`config.mk`:
```
export PLATFORM = sky130hd
export DESIGN_NAME = shift_rotate_seq
export DESIGN_NICKNAME = d
export VERILOG_FILES = /design/src/rtl/shift_rotate_seq.sv
export SDC_FILE = /design/constraint.sdc
export NUM_CORES = 1
export LEC_CHECK = 0
export ABC_AREA = 1
export CORE_UTILIZATION = 41
export DETAILED_ROUTE_END_ITERATION = 8
export PLACE_DENSITY = 0.66
export SYNTH_ARGS = -nofsm -noshare
export SYNTH_HDL_FRONTEND = slang
export SYNTH_SLANG_ARGS = --single-unit
```
`constraint.sdc`:
```
create_clock -name clk -period 1.8 [get_ports clk]
set_clock_uncertainty 0.15 [all_clocks]
set_input_delay 0.27 -clock clk [delete_from_list [all_inputs] [get_ports clk]]
set_output_delay 0.27 -clock clk [all_outputs]
set_load 0.01 [all_outputs]
```
`src/rtl/shift_rotate_seq.sv`:
```
// Serial shift/rotate unit: moves the operand one bit position per clock.
// Supports logical/arithmetic shifts, plain rotates and rotates through carry.
//
// state | meaning
// IDLE  | waiting for start; result/carry_out hold the last completed operation
// RUN   | stepping the working register until the count reaches zero
module shift_rotate_seq #(
  parameter int WIDTH = 8,
  parameter int SHW   = $clog2(WIDTH)
) (
  input  logic             clk,
  input  logic             rst,
  input  logic             start,
  input  logic [WIDTH-1:0] a,
  input  logic [2:0]       opcode,
  input  logic [SHW-1:0]   amount,
  input  logic             cin,
  output logic             busy,
  output logic             done,
  output logic [WIDTH-1:0] result,
  output logic             carry_out
);

  localparam logic [2:0] OP_SLL  = 3'b000;
  localparam logic [2:0] OP_SRL  = 3'b001;
  localparam logic [2:0] OP_SRA  = 3'b010;
  localparam logic [2:0] OP_ROL  = 3'b011;
  localparam logic [2:0] OP_ROR  = 3'b100;
  localparam logic [2:0] OP_RCL  = 3'b101;
  localparam logic [2:0] OP_RCR  = 3'b110;
  localparam logic [2:0] OP_PASS = 3'b111;

  typedef enum logic {IDLE, RUN} state_t;

  state_t           state, state_nx;
  logic [WIDTH-1:0] work, work_nx, step_w, result_nx;
  logic             carry, carry_nx, step_c, done_nx, cout_nx;
  logic [SHW-1:0]   count, count_nx;
  logic [2:0]       op, op_nx;

  assign busy = (state == RUN);

  // State and datapath registers; result/carry_out only change on the done edge.
  always_ff @(posedge clk) begin
    if (rst) begin
      state     <= IDLE;
      work      <= '0;
      carry     <= 1'b0;
      count     <= '0;
      op        <= OP_SLL;
      done      <= 1'b0;
      result    <= '0;
      carry_out <= 1'b0;
    end else begin
      state     <= state_nx;
      work      <= work_nx;
      carry     <= carry_nx;
      count     <= count_nx;
      op        <= op_nx;
      done      <= done_nx;
      result    <= result_nx;
      carry_out <= cout_nx;
    end
  end

  // One-bit step of the latched operation; the carry takes the bit leaving the word.
  always_comb begin
    step_w = work;
    step_c = carry;
    case (op)
      OP_SLL: begin step_w = {work[WIDTH-2:0], 1'b0};        step_c = work[WIDTH-1]; end
      OP_SRL: begin step_w = {1'b0, work[WIDTH-1:1]};        step_c = work[0];       end
      OP_SRA: begin step_w = {work[WIDTH-1], work[WIDTH-1:1]}; step_c = work[0];     end
      OP_ROL: begin step_w = {work[WIDTH-2:0], work[WIDTH-1]}; step_c = work[WIDTH-1]; end
      OP_ROR: begin step_w = {work[0], work[WIDTH-1:1]};     step_c = work[0];       end
      OP_RCL: begin step_w = {work[WIDTH-2:0], carry};       step_c = work[WIDTH-1]; end
      OP_RCR: begin step_w = {carry, work[WIDTH-1:1]};       step_c = work[0];       end
      default: begin step_w = work;                          step_c = carry;         end
    endcase
  end

  // Next-state logic: accept in IDLE, step while count is non-zero, then publish.
  always_comb begin
    state_nx  = state;
    work_nx   = work;
    carry_nx  = carry;
    count_nx  = count;
    op_nx     = op;
    done_nx   = 1'b0;
    result_nx = result;
    cout_nx   = carry_out;
    case (state)
      IDLE: begin
        if (start) begin
          work_nx  = a;
          carry_nx = cin;
          count_nx = (opcode == OP_PASS) ? '0 : amount;
          op_nx    = opcode;
          state_nx = RUN;
        end
      end
      RUN: begin
        if (count != '0) begin
          work_nx  = step_w;
          carry_nx = step_c;
          count_nx = count - SHW'(1);
        end else begin
          done_nx   = 1'b1;
          result_nx = work;
          cout_nx   = carry;
          state_nx  = IDLE;
        end
      end
      default: state_nx = IDLE;
    endcase
  end

endmodule
```
==> impl_metrics.py <==
metrics = {
    "status": {
        "outcome": "completed",
    },
    "timing": {
        "layout_min_cycle_time_ps": 1710,
        "fin_setup_tns_ps": 0,
        "hold_ws_ps": 344,
        "maxSlewHeadroom": 0.737,
        "clock.fmax_mhz": 585,
        "worstMarginPinSlew_ps": 395,
        "hold_viol_final": 0,
        "timing.final.ws_setup_ps": 91.3,
        "maxSlewViolCount": 0,
        "min_period_over_period": 0.949,
        "setup_viol": 0,
        "rsz0062_at_grt": "false",
    },
    "finish": {
        "n_antenna_cell": 0,
        "instances_no_fill": 268,
        "final_nets": 245,
        "drive_gt1_frac": 0.112,
        "n_fill_cell": 314,
        "syn_to_final_growth_pct": 28.8,
    },
    "critical_path": {
        "worst_setup_path_start_kind": "register",
        "slowest_stage": "clkdlybuf4s50_1",
        "critPathKind": "reg -> out",
        "crit_family": "buffers and inverters",
        "critical_path_buf_inv_count": 1,
        "worstSetupEndpointType": "output port",
        "path_max_fanout": 8,
        "worstPathCellList": "clkdlybuf4s50_1",
        "worstPathRequired_ps": 1380,
        "slowest_delay_ps": 540,
        "cp.arrival_ps": 1290,
    },
    "synth": {
        "netlist_instances": 194,
        "yosysSeqAreaShare": 0.388,
        "synth_edf_count": 0,
        "synthTopCellsByCount": "nand2_1, dfxtp_1, o21ai_0",
        "synthTopCellsByArea": "dfxtp_1, o21ai_0, a21oi_1",
        "yosysTopAreaCell": "dfxtp_1",
        "yosys.area.top_type_share": 0.388,
        "yosys_warnings": 0,
        "synth_seq_cells": 26,
        "syn_area_per_cell_um2": 6.91,
        "syn_nets": 214,
        "syn_area_mm2": 0.00134,
        "synthArstFlopShare": 0,
        "synth_cell_types": 24,
        "synth-main-ff-cell": "dfxtp_1",
        "yosysMostFrequentCell": "nand2_1",
    },
    "cts": {
        "postCtsSetupBuffers": 0,
        "cts_hold_buf": 0,
        "clkLatencyLatePin_ps": 330,
        "max-clock-path-buffers": 2,
        "cts_resized": 1,
        "h-tree-depth": 1,
        "cts_tree": "done",
        "numCtsBuffers": 3,
        "cts_root_buf": "clkbuf_4",
        "cts.sink_count": 26,
        "cts.reportedPaths.clkPinSlew_ps": 140,
    },
    "die": {
        "die-area_mm2": 0.00350,
        "die_h_um": 59.2,
        "die_x_um": 59.2,
        "core_area_mm2": 0.00308,
        "rows": 20,
        "ios": 29,
        "start_util": 0.435,
    },
    "route": {
        "ant_nets": 0,
        "wl_per_cell_um": 12.0,
        "route.detailed.drc": 0,
        "vias": 1344,
        "wl_um": 3220,
        "via_per_inst": 5.01,
        "drt_iter0_drc": 64,
        "firstDrtPassIters": 4,
    },
    "hold_path": {
        "hold_path_class": "reg -> reg",
    },
    "placed_design": {
        "place_inst": 264,
        "dpl.hpwl_um": 2420,
        "place_ws_ps": 65.8,
        "place_congestion": 0.815,
        "io_buffers": 28,
    },
    "power_and_ir_drop": {
        "power_w": 0.00151,
        "cellPowerDensity_mw_per_mm2": 878,
        "irDropWorstVdd_v": 0.000565,
        "leakage_nw": 0.694,
    },
    "global_route": {
        "grt_pass1_wl_um": 5460,
        "antenna_found_initial": 0,
        "first_global_vias": 1295,
        "track_usage": 0.207,
        "grt_max_degree": 21,
        "overflow": 0,
    },
    "job": {
        "maxCapViolCount": 0,
    },
}
## cells by family after synthesis
group,Yosys count,share of synthesized area
flip-flops,26,0.388
AO/OA/AOI/OAI,53,0.201
adder cells (fa/ha/maj),2,0.0187
buffers and inverters,25,0.0775
AND/OR/NAND/NOR,87,0.308
XOR/XNOR,1,0.00654
## cell usage in the layout, fill, tap and decap left out, types with 2 or more instances in the layout
| cell type | instances |
|---|---|
| nand2_2 | 2 |
| inv_1 | 14 |
| ha_1 | 2 |
| clkdlybuf4s50_1 | 28 |
| nor2_1 | 25 |
| nor2_2 | 4 |
| clkbuf_4 | 3 |
| nand2_4 | 2 |
| dfxtp_1 | 25 |
| inv_2 | 5 |
| nand4_1 | 3 |
| buf_4 | 3 |
| a21oi_1 | 25 |
| nand2_1 | 33 |
| nand3_1 | 14 |
| o21ai_0 | 26 |
## final timing paths
| path | startpoint | to | slack, ps | cells past startpoint |
|---|---|---|---|---|
| max reg2reg | count[0] | work[0] | 190 | 8 |
| min reg2reg | carry_out | carry_out | 340 | 2 |
| min | carry_out | carry_out | 340 | 2 |
| max | busy | busy | 90 | 1 |
## where the power goes
part,internal (W),total [W],switching [W]
registers,0.000652,0.000708,0.0000560
logic,0.000217,0.000499,0.000282
clock network,0.000124,0.000307,0.000183
## final cells by class
cell class              count  area, um2  share of cell area
multi-input cells         143        716               0.415
flip-flops and latches     26        524               0.304
repair buffers             32        323               0.187
inverters                  19       71.3              0.0413
well taps                  44       55.1              0.0319
clock buffers               4       36.3              0.0210
## state kept, by name, summed over array words and instances, names as in the netlist
name	flops
result	8
work	8
count	3
op	3
busy	1
carry	1
carry_out	1
done	1
## through the flow
| step | area [um2] | util |
|---|---|---|
| 4_1_cts | 1720 | 0.560 |
| 5_1_grt | 1730 | 0.561 |
| 2_1_floorplan | 1340 | - |
| 3_5_place_dp | 1690 | 0.548 |
| 3_3_place_gp | 1690 | 0.548 |
| 6_report | 1730 | 0.561 |
## metal layers
metal	vias up	part of all wire	GRT usage
met1	617	0.47	0.257
li1	700	-	-
met5	-	0	0
met2	25	0.49	0.354
met4	0	0.0062	0.0612
met3	2	0.030	0.0502
Note: power is estimated with default switching activity, not from simulation.
